**src/rtl/counter_cmd_sequencer_if.sv**
```systemverilog
// Command channel for counter_cmd_sequencer: valid/ready handshake carrying
// {op, data, len}. The master issues commands and the slave (sequencer) accepts them.
interface counter_cmd_sequencer_if #(
  parameter int WIDTH = 4,
  parameter int LEN_W = 8
);
  logic             cmd_valid;
  logic             cmd_ready;
  logic [1:0]       cmd_op;
  logic [WIDTH-1:0] cmd_data;
  logic [LEN_W-1:0] cmd_len;

  modport master (
    output cmd_valid, cmd_op, cmd_data, cmd_len,
    input  cmd_ready
  );

  modport slave (
    input  cmd_valid, cmd_op, cmd_data, cmd_len,
    output cmd_ready
  );
endinterface

```
**src/rtl/counter_cmd_sequencer.sv**
```systemverilog
// counter_cmd_sequencer: buffers counter commands in a small FIFO and drives
// the up/down counter's enable/preload/preload_data/mode pins cycle-accurately.
// Optional feature macro SEQ_DETECT_STOP_EN: detect terminates a RUN early and
// pulses aborted together with done. Without it, detect is ignored.
module counter_cmd_sequencer #(
  parameter int WIDTH = 4,
  parameter int LEN_W = 8,
  parameter int DEPTH = 4
) (
  input  logic                    clk,
  input  logic                    reset,
  counter_cmd_sequencer_if.slave  cmd,
  input  logic                    detect,
  output logic                    enable,
  output logic                    preload,
  output logic [WIDTH-1:0]        preload_data,
  output logic                    mode,
  output logic                    busy,
  output logic                    done,
  output logic                    aborted
);

  localparam int AW = $clog2(DEPTH);

  typedef enum logic [1:0] {OP_NOP = 2'b00, OP_LOAD = 2'b01, OP_UP = 2'b10, OP_DOWN = 2'b11} op_e;
  typedef enum logic [1:0] {S_IDLE, S_LOAD, S_RUN} state_e;

  state_e state;

  logic [1:0]       op_mem   [DEPTH];
  logic [WIDTH-1:0] data_mem [DEPTH];
  logic [LEN_W-1:0] len_mem  [DEPTH];
  logic [AW-1:0]    wr_ptr;
  logic [AW-1:0]    rd_ptr;
  logic [AW:0]      count;
  logic [LEN_W-1:0] remaining;

  logic             full;
  logic             empty;
  logic             push;
  logic             pop;
  op_e              head_op;
  logic [WIDTH-1:0] head_data;
  logic [LEN_W-1:0] head_len;
  logic             head_active;
  logic             stop_req;
  logic             finishing;

  assign full      = (count == (AW+1)'(DEPTH));
  assign empty     = (count == '0);
  assign push      = cmd.cmd_valid && !full;
  assign cmd.cmd_ready = !full;
  assign busy      = (state != S_IDLE) || !empty;

  assign head_op   = op_e'(op_mem[rd_ptr]);
  assign head_data = data_mem[rd_ptr];
  assign head_len  = len_mem[rd_ptr];

`ifdef SEQ_DETECT_STOP_EN
  assign stop_req = (state == S_RUN) && enable && detect;
`else
  logic unused_detect;
  assign unused_detect = detect;
  assign stop_req = 1'b0;
`endif

  // Commands with at least one active output cycle chain directly onto the
  // completion edge; NOP and zero-length RUNs wait for IDLE so their done
  // pulse stays separate from the previous command's.
  assign head_active = (head_op == OP_LOAD) ||
                       ((head_op == OP_UP || head_op == OP_DOWN) && head_len != '0);
  assign finishing   = (state == S_LOAD) ||
                       ((state == S_RUN) && (remaining == LEN_W'(1) || stop_req));
  assign pop         = !empty && ((state == S_IDLE) || (finishing && head_active));

  // FIFO storage writes (no reset needed; validity tracked by count)
  always_ff @(posedge clk) begin
    if (push) begin
      op_mem[wr_ptr]   <= cmd.cmd_op;
      data_mem[wr_ptr] <= cmd.cmd_data;
      len_mem[wr_ptr]  <= cmd.cmd_len;
    end
  end

  // FIFO pointers and occupancy
  always_ff @(posedge clk) begin
    if (reset) begin
      wr_ptr <= '0;
      rd_ptr <= '0;
      count  <= '0;
    end else begin
      if (push) wr_ptr <= wr_ptr + AW'(1);
      if (pop)  rd_ptr <= rd_ptr + AW'(1);
      case ({push, pop})
        2'b10:   count <= count + (AW+1)'(1);
        2'b01:   count <= count - (AW+1)'(1);
        default: count <= count;
      endcase
    end
  end

  // Sequencer FSM with registered counter-facing outputs
  always_ff @(posedge clk) begin
    if (reset) begin
      state        <= S_IDLE;
      enable       <= 1'b0;
      preload      <= 1'b0;
      preload_data <= '0;
      mode         <= 1'b1;
      done         <= 1'b0;
      aborted      <= 1'b0;
      remaining    <= '0;
    end else begin
      done    <= 1'b0;
      aborted <= 1'b0;

      case (state)
        S_LOAD: begin
          preload <= 1'b0;
          done    <= 1'b1;
          state   <= S_IDLE;
        end
        S_RUN: begin
          if (remaining == LEN_W'(1) || stop_req) begin
            enable    <= 1'b0;
            done      <= 1'b1;
            aborted   <= stop_req && (remaining != LEN_W'(1));
            remaining <= '0;
            state     <= S_IDLE;
          end else begin
            remaining <= remaining - LEN_W'(1);
          end
        end
        default: ;
      endcase

      // A pop overrides the completion updates above so the next command
      // starts on the same edge without a gap.
      if (pop) begin
        case (head_op)
          OP_NOP: begin
            done  <= 1'b1;
            state <= S_IDLE;
          end
          OP_LOAD: begin
            preload      <= 1'b1;
            preload_data <= head_data;
            state        <= S_LOAD;
          end
          default: begin
            mode      <= (head_op == OP_UP);
            remaining <= head_len;
            if (head_len != '0) begin
              enable <= 1'b1;
              state  <= S_RUN;
            end else begin
              done  <= 1'b1;
              state <= S_IDLE;
            end
          end
        endcase
      end
    end
  end

endmodule

```
**src/flat_wrapper.sv**
```systemverilog
// flat-port wrapper written by rule: the top's interface ports become plain ports
module counter_cmd_sequencer_flat 
#(
  parameter int WIDTH = 4,
  parameter int LEN_W = 8,
  parameter int DEPTH = 4
)
  (clk, reset, detect, enable, preload, preload_data, mode, busy, done, aborted, cmd_cmd_valid, cmd_cmd_op, cmd_cmd_data, cmd_cmd_len, cmd_cmd_ready);
  counter_cmd_sequencer_if #(.WIDTH(WIDTH), .LEN_W(LEN_W)) cmd_i ();
  input  logic clk;
  input  logic reset;
  input  logic detect;
  output logic enable;
  output logic preload;
  output logic [WIDTH-1:0] preload_data;
  output logic mode;
  output logic busy;
  output logic done;
  output logic aborted;
  input wire logic [$bits(cmd_i.cmd_valid)-1:0] cmd_cmd_valid;
  input wire logic [$bits(cmd_i.cmd_op)-1:0] cmd_cmd_op;
  input wire logic [$bits(cmd_i.cmd_data)-1:0] cmd_cmd_data;
  input wire logic [$bits(cmd_i.cmd_len)-1:0] cmd_cmd_len;
  output wire logic [$bits(cmd_i.cmd_ready)-1:0] cmd_cmd_ready;
  assign cmd_i.cmd_valid = cmd_cmd_valid;
  assign cmd_i.cmd_op = cmd_cmd_op;
  assign cmd_i.cmd_data = cmd_cmd_data;
  assign cmd_i.cmd_len = cmd_cmd_len;
  assign cmd_cmd_ready = cmd_i.cmd_ready;
  counter_cmd_sequencer #(.WIDTH(WIDTH), .LEN_W(LEN_W), .DEPTH(DEPTH)) u_core (.clk(clk), .reset(reset), .cmd(cmd_i), .detect(detect), .enable(enable), .preload(preload), .preload_data(preload_data), .mode(mode), .busy(busy), .done(done), .aborted(aborted));
endmodule
```
**config.mk**
```make
export PLATFORM = sky130hd
export DESIGN_NAME = counter_cmd_sequencer_flat
export DESIGN_NICKNAME = d
export VERILOG_FILES = /design/src/rtl/counter_cmd_sequencer_if.sv /design/src/rtl/counter_cmd_sequencer.sv /design/src/flat_wrapper.sv
export SDC_FILE = /design/constraint.sdc
export NUM_CORES = 1
export LEC_CHECK = 0
export ABC_AREA = 1
export CAP_MARGIN = 20
export CORE_AREA = 2 2 94 96
export DETAILED_ROUTE_END_ITERATION = 16
export DIE_AREA = 0 0 96 98
export GPL_TIMING_DRIVEN = 0
export PLACE_DENSITY = 0.64
export SLEW_MARGIN = 20
export SYNTH_ARGS = -nofsm -noshare
export SYNTH_HDL_FRONTEND = slang
export SYNTH_SLANG_ARGS = --single-unit
```
**constraint.sdc**
```tcl
create_clock -name clk -period 2.51 [get_ports clk]
set_input_delay 0.3765 -clock clk [delete_from_list [all_inputs] [get_ports clk]]
set_output_delay 0.3765 -clock clk [all_outputs]
set_load 0.05 [all_outputs]
```
# Word-level counts from Yosys, hierarchy flattened
# Memory sizes are Yosys's and may differ from the RTL's. A register that Yosys moved wholly into a read port is not among the register bits.
# Index checks and enable logic that the tools add are counted.
dict set report totals {
  mem_bits_rw 56
  memories 3
  in_bits 18
  ff_bits 21
}
# memory words width rd rd_ports_with_merged_regs wr line
set memory_table {}
lappend memory_table {u_core.len_mem 4 8 1 1 1 counter_cmd_sequencer.sv:32} ;# logic [LEN_W-1:0] len_mem [DEPTH];
lappend memory_table {u_core.data_mem 4 4 1 1 1 counter_cmd_sequencer.sv:31} ;# logic [WIDTH-1:0] data_mem [DEPTH];
lappend memory_table {u_core.op_mem 4 2 1 1 1 counter_cmd_sequencer.sv:30} ;# logic [1:0] op_mem [DEPTH];
dict set report classes {
  mux 29
  n_addsub 5
  n_bitwise 1
  reduce_logical 23
  eq_ne 10
}
# operator n
set ops {}
lappend ops {{$mux 8} 4}
lappend ops {{$mux 2} 7}
lappend ops {{$mux 1} 13}
lappend ops {{$eq 2x2->1 const B} 4}
lappend ops {{$eq 8x1->1 const B} 1}
lappend ops {{$pmux 2 s2} 2}
lappend ops {{$reduce_bool 8->1} 1}
lappend ops {{$sub 8x1->8 const B} 1}
lappend ops {{$eq 2x1->1 const B} 3}
lappend ops {{$pmux 3 s2} 1}
lappend ops {{$reduce_and 2->1} 3}
lappend ops {{$logic_and 1x1->1} 5}
lappend ops {{$logic_or 1x1->1} 5}
lappend ops {{$add 2x1->2 const B} 2}
lappend ops {{$logic_not 2->1} 2}
lappend ops {{$pmux 1 s2} 2}
lappend ops {{$reduce_bool 2->1} 2}
lappend ops {{$add 3x1->3 const B} 1}
lappend ops {{$eq 3x3->1 const B} 1}
lappend ops {{$logic_not 3->1} 1}
lappend ops {{$ne 3x2->1 const B} 1}
lappend ops {{$reduce_bool 3->1} 1}
lappend ops {{$sub 3x1->3 const B} 1}
lappend ops {{$logic_not 1->1} 2}
lappend ops {{2 further kinds} 2}

# Depth between registers and ports, before layout
# Gate-level depths: netlist of run 1.
dict set report depth {
  word_depth 9
  ltp_mapped 20
}

# Least setup slack after synthesis of run 1
# Ideal clock, no wire load.
dict set report synth_timing {
  path_type {register to register}
  start {reg u_core.count[0]}
  end {reg u_core.count[2]}
  t_arrival_ns 2.191
  path_stages_with_launch 12
  required_ns 2.440
  period_less_slack_ns 2.261
  path_slack_ns 0.249
  setup_time_ns 0.070
  cell_sequence {dfxtp_1 -> inv_1 -> nand3_1 -> nand2_1 -> ha_1 -> inv_1 -> fa_1 -> nor2_1 -> nor2_1 -> nand2_1 -> o21ai_0 -> a21oi_1}
}
dict set report synth_between {
  elab_chain_cells 5
  word_cells_on_any_way 12
  classes_between {add/sub (2); eq/ne (3); mux (1); reduce/logical (6)}
}
# item line
set synth_rtl {}
lappend synth_rtl {{start, declared} counter_cmd_sequencer.sv:35} ;# logic [AW:0] count;
lappend synth_rtl {{start signal, assigned} counter_cmd_sequencer.sv:95} ;# 2'b10: count <= count + (AW+1)'(1);
lappend synth_rtl {{start signal, assigned} counter_cmd_sequencer.sv:96} ;# 2'b01: count <= count - (AW+1)'(1);
lappend synth_rtl {{start signal, assigned} counter_cmd_sequencer.sv:97} ;# default: count <= count;
lappend synth_rtl {{$eq 3x3->1 *} counter_cmd_sequencer.sv:49} ;# assign full = (count == (AW+1)'(DEPTH));
lappend synth_rtl {{$logic_not 1->1 *} n/a}
lappend synth_rtl {{named net cmd_cmd_ready} flat_wrapper.sv:24} ;# output wire logic [$bits(cmd_i.cmd_ready)-1:0] cmd_cmd_ready;
lappend synth_rtl {{$logic_and 1x1->1 *} counter_cmd_sequencer.sv:51} ;# assign push = cmd.cmd_valid && !full;
lappend synth_rtl {{$eq 2x1->1 / $eq 2x2->1 (equally long branches)} counter_cmd_sequencer.sv:94} ;# case ({push, pop})
lappend synth_rtl {{$pmux 3 s2 / $reduce_bool 2->1 (equally long branches)} n/a}
# The timed path passes the listed nets; every way through them passes the cells marked *.
# A chain may end at the register's enable or synchronous reset.

==> results of run 1 <==
## cells in the final DEF (no fill, tap or decap), types with 2 or more instances in the layout
cell type and n:
o21ai_0 22, dfxtp_1 26, bufinv_16 2, inv_1 30, nand2_1 79, clkbuf_8 10, nand3_2 4, o22ai_1 5
inv_6 2, o21ai_1 3, nor2_1 33, nor2_4 2, nand2_2 10, ha_2 2, xor2_1 2, ha_1 8
clkbuf_1 4, nand3_1 33, buf_2 2, inv_2 4, nand4_1 3, buf_6 4, buf_4 14, clkdlybuf4s50_1 26
nand2_4 3, edfxtp_1 56, a21oi_1 22, o21ai_2 2, nor2_2 8
## tightest hold or removal path, cell delays in order (launching register included)
cell,delay [ns]
dfxtp_1,0.32
nand2_1,0.06
a21oi_1,0.05
## sequential cells by signal, summed over array words and instances, names as in the netlist, named ones only
name                 cells
u_core.len_mem          32
u_core.wr_ptr            2
u_core.enable            1
u_core.mode              1
u_core.preload_data      4
u_core.count             3
u_core.done              1
u_core.preload           1
u_core.state             2
u_core.rd_ptr            2
u_core.remaining         8
u_core.op_mem            8
u_core.data_mem         16
## power groups by stage
stage          registers (uW)  clock network, uW  logic [uW]
5_1_grt                  1860               1160        3200
6_report                 1830               1090        2870
3_5_place_dp             1860                  0        2500
3_3_place_gp             1860                  0        2460
2_1_floorplan            2020                  0        1730
4_1_cts                  1830               1110        2560
## kinds of logic after synthesis
| group | count (synthesis) | synth area share, % |
|---|---|---|
| AOI/OAI and AO/OA | 57 | 8.31 |
| xor gates and xnor gates | 2 | 0.471 |
| adders and majority gates | 11 | 3.90 |
| buffers and inverters | 48 | 6.19 |
| DFF | 83 | 59.8 |
| other | 1 | 0.101 |
| and+or+nand+nor | 178 | 21.2 |
## metrics by stage
step	setup TNS (ns)	area (sq um)	setup slack [ns]
detailed placement	-0.181	4120	-0.114
finish	0	4530	0.149
global route	-0.0117	4530	-0.0108
floorplan	0	3720	0.249
global placement	-2.13	4110	-0.0661
CTS	0	4370	0.00962
## path summary, 6_finish.rpt
kind	cells after the start	to	slack (ns)
max	18	u_core.count[1]	0.15
max reg2reg	18	u_core.count[1]	0.15
min	2	u_core.preload	0.47
min reg2reg	2	u_core.preload	0.47
## routing by layer
metal / track usage (%) / wire length, microns / vias up
met2: 26.8 / 3750 / 38
met4: 6.04 / 136 / 0
met3: 4.24 / 227 / 9
met1: 22.0 / 3270 / 1249
met5: 0 / 0 / -
li1: - / - / 1369
## timing repair
item                                   in CTS  in global routing
endpoints found under the hold margin       0                  0
buffers inserted                            1                 11
setup endpoints to repair                   2                  2
pin swaps                                   0                  9
gates cloned                                0                  0
gates resized for setup                     5                 22
## layout make-up
type                            instances  area share, %
Sequential cell                        83           49.1
Multi-Input combinational cell        249           29.6
Timing Repair Buffer                   38           8.02
Clock buffer                           11           3.12
Tap cell                              108           2.99
Inverter                               35           2.96
Buffer                                 13           2.29
Clock inverter                          5           1.88
==> results.py, run 1 <==
metrics = {
    "routing": {
        "viasPerCell": 4.92,
        "ant_nets": 0,
        "drt-wirelength-per-cell_microns": 13.6,
        "via_count": 2665,
        "routed_wl_mm": 7.39,
        "drc": 0,
        "dr.pass1.iters": 4,
        "drt_iter0_markers": 126,
    },
    "logic_synthesis": {
        "syn_nets": 409,
        "async_flop_share_pct": 0,
        "syn_area_sq_um": 3720,
        "yosysMostFrequentCell": "nand2_1",
        "ys_seq_elements": 83,
        "ys_seq_area_share_pct": 59.8,
        "synthFlopType": "edfxtp_1",
        "synthCells": 380,
        "synth_top_area_share_pct": 45.2,
        "synth_cell_type_count": 32,
        "synth_edf_count": 56,
        "syn_avg_cell_area_sq_um": 9.78,
        "synth_area_leaders": "edfxtp_1, dfxtp_1, nand2_1",
        "ys.warnings.count": 0,
        "synth_top_area_cell": "edfxtp_1",
        "synth_commonest_cells": "nand2_1, edfxtp_1, nor2_1",
    },
    "run": {
        "drv_cap": 0,
    },
    "finish": {
        "area_growth_pct": 21.8,
        "num_antenna_cells": 0,
        "final_cells": 542,
        "fillCellCount": 757,
        "postLayoutCoreUtil_pct": 53.5,
        "drive_above_1_share_pct": 18.0,
        "nets": 458,
        "seqCellArea_sq_um": 2220,
        "multi_input_area_sq_um": 1340,
    },
    "floorplan": {
        "design.core.area_sq_um": 8470,
        "ios": 29,
        "die_x_microns": 96,
        "die_h_microns": 98,
        "initial_core_util_pct": 43.9,
        "dieArea_sq_um": 9410,
        "num_rows": 34,
    },
    "clock_network": {
        "cts_tree": "built",
        "htreeDepth": 3,
        "cts_buffer_depth": 2,
        "clkTransAtPathRegs_ns": 0.09,
        "worstSkewPairLatency_ns": 0.36,
        "cts_buffers": 9,
        "cts_sinks": 83,
        "cts-root-buf": "clkbuf_8",
        "cts.hold.buffers_added": 0,
    },
    "power_and_ir_drop": {
        "totalPowerFinal_uw": 5790,
        "pwr-share-comb_pct": 49.5,
        "p_sw_share_pct": 41.4,
        "ir_drop_v": 0.000386,
        "p_sw_uw": 2400,
        "clkPwrFrac_pct": 18.8,
        "power_density_nw_per_um2": 1280,
        "power_leakage_uw": 0.00175,
        "seqPwrFrac_pct": 31.7,
        "p_int_uw": 3390,
    },
    "timing": {
        "tightestPinTransition_ns": 0.845,
        "finalHoldViolCount": 0,
        "holdWs_ns": 0.467,
        "slew_viol_final": 0,
        "clock.fmax_mhz": 424,
        "fin_crit_ns": 2.36,
        "max_slew_margin_pct": 43.6,
        "finalCritPeriodShare_pct": 94.1,
        "clock_skew_ns": 0.0109,
        "setup-violations-final": 0,
    },
    "grt": {
        "grt_max_degree": 16,
        "grt_usage_pct": 16.8,
        "grt_pass1_vias": 2543,
        "grt-ovfl-total": 0,
        "antenna_found_initial": 0,
        "grt_pass1_wl_mm": 12.1,
    },
    "place": {
        "gp_congestion": 0.830,
        "portBuffers": 26,
        "place_inst": 514,
        "dp_hpwl_mm": 4.95,
    },
    "critical_path": {
        "crit_chain": "buf_6 -> buf_12 -> nand2_1 -> nand3_1 -> nand2_2 -> nand2_1 -> nor2_4 -> nand3_2 -> nand3_2 -> nand2_4 -> nand2_4 -> inv_4 -> ha_2 -> inv_2 -> fa_2 -> nor2_1 -> a21oi_1 -> nor2_1",
        "critPathArrivalTime_ns": 2.59,
        "worst-setup-path-type": "flip-flop to flip-flop",
        "critPathMaxFanout": 5,
        "endpoint_kind": "flip-flop",
        "cpPeakStageDelay_ns": 0.51,
        "critPathBufInv": 4,
        "critPathRequiredTime_ns": 2.74,
        "crit_slowest_cell": "fa_2",
        "start_kind": "flip-flop",
        "crit_family": "simple AND/OR/NAND/NOR gates",
    },
    "min_path": {
        "min_from": "u_core.preload",
        "hold_path_class": "flip-flop to flip-flop",
    },
    "run_status": {
        "status": "complete, no violations",
    },
}
Note: power is estimated with default switching activity, not from simulation.
==> run 2: changes to the inputs <==
--- a/config.mk
+++ b/config.mk
@@ -7,11 +7,11 @@
 export LEC_CHECK = 0
 export ABC_AREA = 1
 export CAP_MARGIN = 20
-export CORE_AREA = 2 2 94 96
+export CORE_AREA = 2 2 115 117
 export DETAILED_ROUTE_END_ITERATION = 16
-export DIE_AREA = 0 0 96 98
+export DIE_AREA = 0 0 117 119
 export GPL_TIMING_DRIVEN = 0
-export PLACE_DENSITY = 0.64
+export PLACE_DENSITY = 0.47
 export SLEW_MARGIN = 20
 export SYNTH_ARGS = -nofsm -noshare
 export SYNTH_HDL_FRONTEND = slang
==> results.py, run 2 (synthesized netlist as in run 1, its figures left out) <==
metrics = {
    "run_status": {
        "status": "complete, no violations",
    },
    "grt": {
        "grt_usage_pct": 12.1,
        "grt_pass1_wl_mm": 12.8,
        "grt_pass1_vias": 2568,
        "antenna_found_initial": 0,
        "grt_max_degree": 17,
        "grt-ovfl-total": 0,
    },
    "timing": {
        "setup-tns-final_ns": 0,
        "holdWs_ns": 0.470,
        "fin_crit_ns": 2.36,
        "setup-violations-final": 0,
        "tightestPinTransition_ns": 0.522,
        "slew_viol_final": 0,
        "max_slew_margin_pct": 65.2,
        "finalHoldViolCount": 0,
        "clock_skew_ns": 0.00754,
        "clock.fmax_mhz": 423,
        "finalCritPeriodShare_pct": 94.2,
    },
    "critical_path": {
        "critPathMaxFanout": 6,
        "crit_chain": "buf_6 -> clkbuf_16 -> nand2_1 -> nand3_2 -> nand2_2 -> nand2_2 -> nor2_4 -> nand3_2 -> nand3_2 -> nand2_2 -> nand2_4 -> inv_4 -> ha_4 -> inv_2 -> fa_2 -> nor2_1 -> a21oi_1 -> nor2_1",
        "worst-setup-path-type": "flip-flop to flip-flop",
        "crit_slowest_cell": "fa_2",
        "start_kind": "flip-flop",
        "endpoint_kind": "flip-flop",
        "critPathRequiredTime_ns": 2.77,
        "cpPeakStageDelay_ns": 0.42,
        "critPathArrivalTime_ns": 2.63,
    },
    "clock_network": {
        "worstSkewPairLatency_ns": 0.34,
        "clkTransAtPathRegs_ns": 0.06,
        "cts_tree": "built",
        "cts_buffers": 9,
        "htreeDepth": 3,
        "cts-root-buf": "clkbuf_16",
        "cts.hold.buffers_added": 0,
        "cts_sinks": 83,
        "cts_buffer_depth": 2,
    },
    "place": {
        "portBuffers": 26,
        "gp_congestion": 0.780,
        "dp_hpwl_mm": 5.64,
    },
    "finish": {
        "nets": 461,
        "num_antenna_cells": 0,
        "area_growth_pct": 28.3,
        "mostFrequentLayoutCell": "nand2_1",
        "regMostFlops": "u_core.len_mem",
        "fillCellCount": 1277,
        "reg_top3": "u_core.len_mem (32), u_core.data_mem (16)",
        "largest_reg_flops": 32,
        "final_cell_mix": "nand2_1, edfxtp_1, nor2_1",
        "drive_above_1_share_pct": 19.7,
    },
    "routing": {
        "drc": 0,
        "drt_iter0_markers": 116,
        "viasPerCell": 4.34,
        "drt-wirelength-per-cell_microns": 13.3,
        "routed_wl_mm": 8.15,
        "ant_nets": 0,
        "dr.pass1.iters": 4,
        "via_count": 2661,
    },
    "floorplan": {
        "ios": 29,
        "die_x_microns": 117,
        "num_rows": 42,
        "design.core.area_sq_um": 12900,
        "initial_core_util_pct": 28.9,
        "die_h_microns": 119,
        "dieArea_sq_um": 13900,
    },
    "run": {
        "drv_cap": 0,
    },
    "min_path": {
        "hold_path_class": "flip-flop to flip-flop",
        "min_from": "u_core.preload",
    },
    "power_and_ir_drop": {
        "power_leakage_uw": 0.00183,
        "ir_drop_v": 0.000390,
        "power_density_nw_per_um2": 1300,
    },
}
run 2: per-stage QoR:
stage,instances,worst slack (ns),total power [uW],cell area (sq um),util (%)
finish,613,0.146,6190,4770,37.0
global route,613,-0.0299,6610,4770,37.0
CTS,606,0.0483,5900,4610,35.8
detailed placement,586,-0.146,4440,4260,33.1
global placement,582,-0.180,4400,4200,32.6
floorplan,380,0.249,3740,3720,-
run 2: where the power goes:
part,switching [uW],internal [uW]
clock,572,787
combinational,1860,1130
sequential,118,1720
total,2550,3630
run 2: critical path: cells and delay by family, from the launching register on:
kind / cells / cell delay [ns]
adders and majority gates: 2 / 0.56
DFF: 1 / 0.33
and+or+nand+nor: 11 / 0.94
buffers and inverters: 4 / 0.40
AOI/OAI and AO/OA: 1 / 0.05
run 2: final timing paths:
path                           to  slack [ns]  depth (start not counted)
hold / removal     u_core.preload        0.47                          2
setup / recovery  u_core.count[1]        0.15                         18
setup reg to reg  u_core.count[1]        0.15                         18
hold reg to reg    u_core.preload        0.47                          2
run 2: per-layer routing:
metal,vias up,part of all wire (%),global-route usage [%]
met2,40,48,19.7
met1,1229,47,15.7
met3,15,2.3,1.58
met5,-,0,0
li1,1377,-,-
met4,0,2.7,5.81
run 2: cell type report:
class,count,area [sq um],area share [%]
multi-input cells,249,1370,28.7
flip-flops and latches,83,2220,46.6
clock inverters,7,78.8,1.65
clock buffers,9,225,4.72
repair buffers,41,407,8.53
plain buffers,13,111,2.34
well taps,176,220,4.62
inverters,35,134,2.81
run 2: repair_timing:
item	4_1_cts	5_1_grt
pin swaps	0	8
gates resized for setup	6	27
setup buffers	3	6
gates cloned	1	1
setup endpoints to repair	2	2
==> run 3: changes to the inputs <==
==> constraint.sdc (replaced) <==
create_clock -name clk -period 2.3 [get_ports clk]
set_input_delay 0.345 -clock clk [delete_from_list [all_inputs] [get_ports clk]]
set_output_delay 0.345 -clock clk [all_outputs]
set_load 0.05 [all_outputs]
==> results.py, run 3 (synthesized netlist as in run 1, its figures left out) <==
metrics = {
    "run_status": {
        "status": "finished with violations",
        "violations": "setup timing",
    },
    "timing": {
        "rsz0062_at_grt": "yes",
        "holdWs_ns": 0.470,
        "setup-violations-final": 2,
        "tightestPinTransition_ns": 0.513,
        "finalHoldViolCount": 0,
        "fin_crit_ns": 2.37,
        "clock.fmax_mhz": 422,
        "max_slew_margin_pct": 65.8,
        "setup_ws_ns": -0.0711,
        "clock_skew_ns": 0.00784,
        "slew_viol_final": 0,
        "finalCritPeriodShare_pct": 103,
    },
    "routing": {
        "dr.pass1.iters": 4,
        "drc": 0,
        "drt_iter0_markers": 111,
        "ant_nets": 0,
        "viasPerCell": 4.37,
        "routed_wl_mm": 8.60,
        "drt-wirelength-per-cell_microns": 13.5,
        "via_count": 2779,
    },
    "min_path": {
        "min_from": "u_core.preload",
        "worstHoldEndpoint": "u_core.preload",
        "hold_depth": 2,
        "hold_path_class": "flip-flop to flip-flop",
    },
    "clock_network": {
        "cts_buffer_depth": 2,
        "cts_tree": "built",
        "cts-root-buf": "clkbuf_16",
        "clkTransAtPathRegs_ns": 0.06,
        "cts_buffers": 9,
        "worstSkewPairLatency_ns": 0.34,
        "cts_sinks": 83,
        "htreeDepth": 3,
    },
    "floorplan": {
        "ios": 29,
        "num_rows": 42,
        "die_h_microns": 119,
        "dieArea_sq_um": 13900,
        "design.core.area_sq_um": 12900,
        "initial_core_util_pct": 28.9,
        "die_x_microns": 117,
    },
    "power_and_ir_drop": {
        "clkPwrFrac_pct": 20.2,
        "power_density_nw_per_um2": 1450,
        "p_sw_uw": 3000,
        "power_leakage_uw": 0.00199,
        "p_sw_share_pct": 40.8,
        "p_int_uw": 4360,
        "pwr-share-comb_pct": 52.6,
        "totalPowerFinal_uw": 7360,
        "seqPwrFrac_pct": 27.2,
        "ir_drop_v": 0.000433,
    },
    "finish": {
        "fillCellCount": 1250,
        "drive_above_1_share_pct": 29.3,
        "reg_top3": "u_core.len_mem (32), u_core.data_mem (16)",
        "regMostFlops": "u_core.len_mem",
        "final_cell_mix": "nand2_1, edfxtp_1, nor2_1",
        "final_cells": 636,
        "nets": 484,
        "area_growth_pct": 36.9,
        "num_antenna_cells": 0,
        "largest_reg_flops": 32,
        "mostFrequentLayoutCell": "nand2_1",
    },
    "run": {
        "drv_cap": 0,
    },
    "critical_path": {
        "critPathArrivalTime_ns": 2.64,
        "critPathRequiredTime_ns": 2.57,
        "worst-setup-path-type": "flip-flop to flip-flop",
        "reg2reg_to": "u_core.count[1]",
        "endpoint_kind": "flip-flop",
        "critPathMaxFanout": 4,
        "rrSetupSlack_ns": -0.07,
        "start_kind": "flip-flop",
        "worst-r2r-cell-count": 19,
    },
    "grt": {
        "grt_max_degree": 17,
        "grt_pass1_wl_mm": 13.7,
        "grt_usage_pct": 12.9,
        "grt-ovfl-total": 0,
        "antenna_found_initial": 0,
        "grt_pass1_vias": 2732,
    },
    "place": {
        "dp_hpwl_mm": 5.64,
        "gp_congestion": 0.780,
        "portBuffers": 26,
        "place_inst": 586,
    },
}
## run 3: cell count changes in the layout (fill, tap and decap cells not counted), moves of 2 or more
cell / delta
buf_4: +18
buf_6: +4
inv_2: -3
inv_4: +2
nand2_1: -13
nand2_2: +12
nand3_1: -11
nand3_2: +11
## run 3: what timing repair did
item	in CTS	in global routing
gates cloned	4	0
resized for setup	51	25
pin swaps	22	23
endpoints found under the setup margin	3	3
hold buffers	0	0
buffers inserted	22	8
## run 3: metal layers
| layer | GRT usage [%] | up-vias | part of all wire [%] |
|---|---|---|---|
| met2 | 21.5 | 43 | 49 |
| met5 | 0 | - | 0 |
| met3 | 1.68 | 13 | 2.2 |
| met1 | 16.4 | 1301 | 47 |
| li1 | - | 1422 | - |
| met4 | 6.10 | 0 | 2.1 |
## run 3: worst max-delay path by stage
stage | from | end | slack (ns)
after detailed placement | flip-flop | u_core.count[2] | -0.36
after global placement | cmd_cmd_valid | u_core.len_mem[0][4] | -0.36
after floorplan | u_core.count[0] | u_core.count[2] | 0.04
final | flip-flop | u_core.count[1] | -0.07
after CTS | flip-flop | u_core.count[1] | -0.03
after global routing | flip-flop | u_core.count[1] | -0.21
## run 3: cell type report
type	count	area (sq um)	share of cell area, %
sequential	83	2220	43.7
multi-input combinational	249	1480	29.0
clock inverter	7	78.8	1.55
inverter	35	146	2.88
clock buffer	9	225	4.43
buffer	13	115	2.26
tap	176	220	4.33
timing repair buffer	64	603	11.9
## run 3: worst max-delay path, cell delays in order, from the launching register on
cell,delay (ns)
dfxtp_2,0.33
buf_6,0.13
buf_6,0.13
buf_6,0.11
nand2_2,0.05
nand3_2,0.06
nand2_2,0.09
nand2_2,0.07
nor2_4,0.12
nand3_2,0.11
nand3_2,0.08
nand2_2,0.07
nand2_4,0.08
inv_4,0.04
ha_4,0.15
inv_4,0.05
fa_2,0.41
nor2_1,0.09
a21oi_1,0.05
nor2_1,0.09
## run 3: metrics by stage
| step | setup slack, ns | instance area, sq um | TNS (ns) | utilization [%] |
|---|---|---|---|---|
| final | -0.0711 | 5090 | -0.141 | 39.5 |
| after floorplan | 0.0390 | 3720 | 0 | - |
| after global routing | -0.213 | 5090 | -0.377 | 39.5 |
| after CTS | -0.0306 | 4930 | -0.0328 | 38.3 |
| after detailed placement | -0.356 | 4260 | -0.669 | 33.1 |
| after global placement | -0.359 | 4200 | -18.08 | 32.6 |
## run 3: power groups by stage
stage / clock network [uW] / logic (uW) / registers, uW
global placement: 0 / 2770 / 2030
detailed placement: 0 / 2810 / 2030
CTS: 1510 / 3590 / 2010
global route: 1570 / 4240 / 2040
floorplan: 0 / 1880 / 2200
finish: 1480 / 3870 / 2010
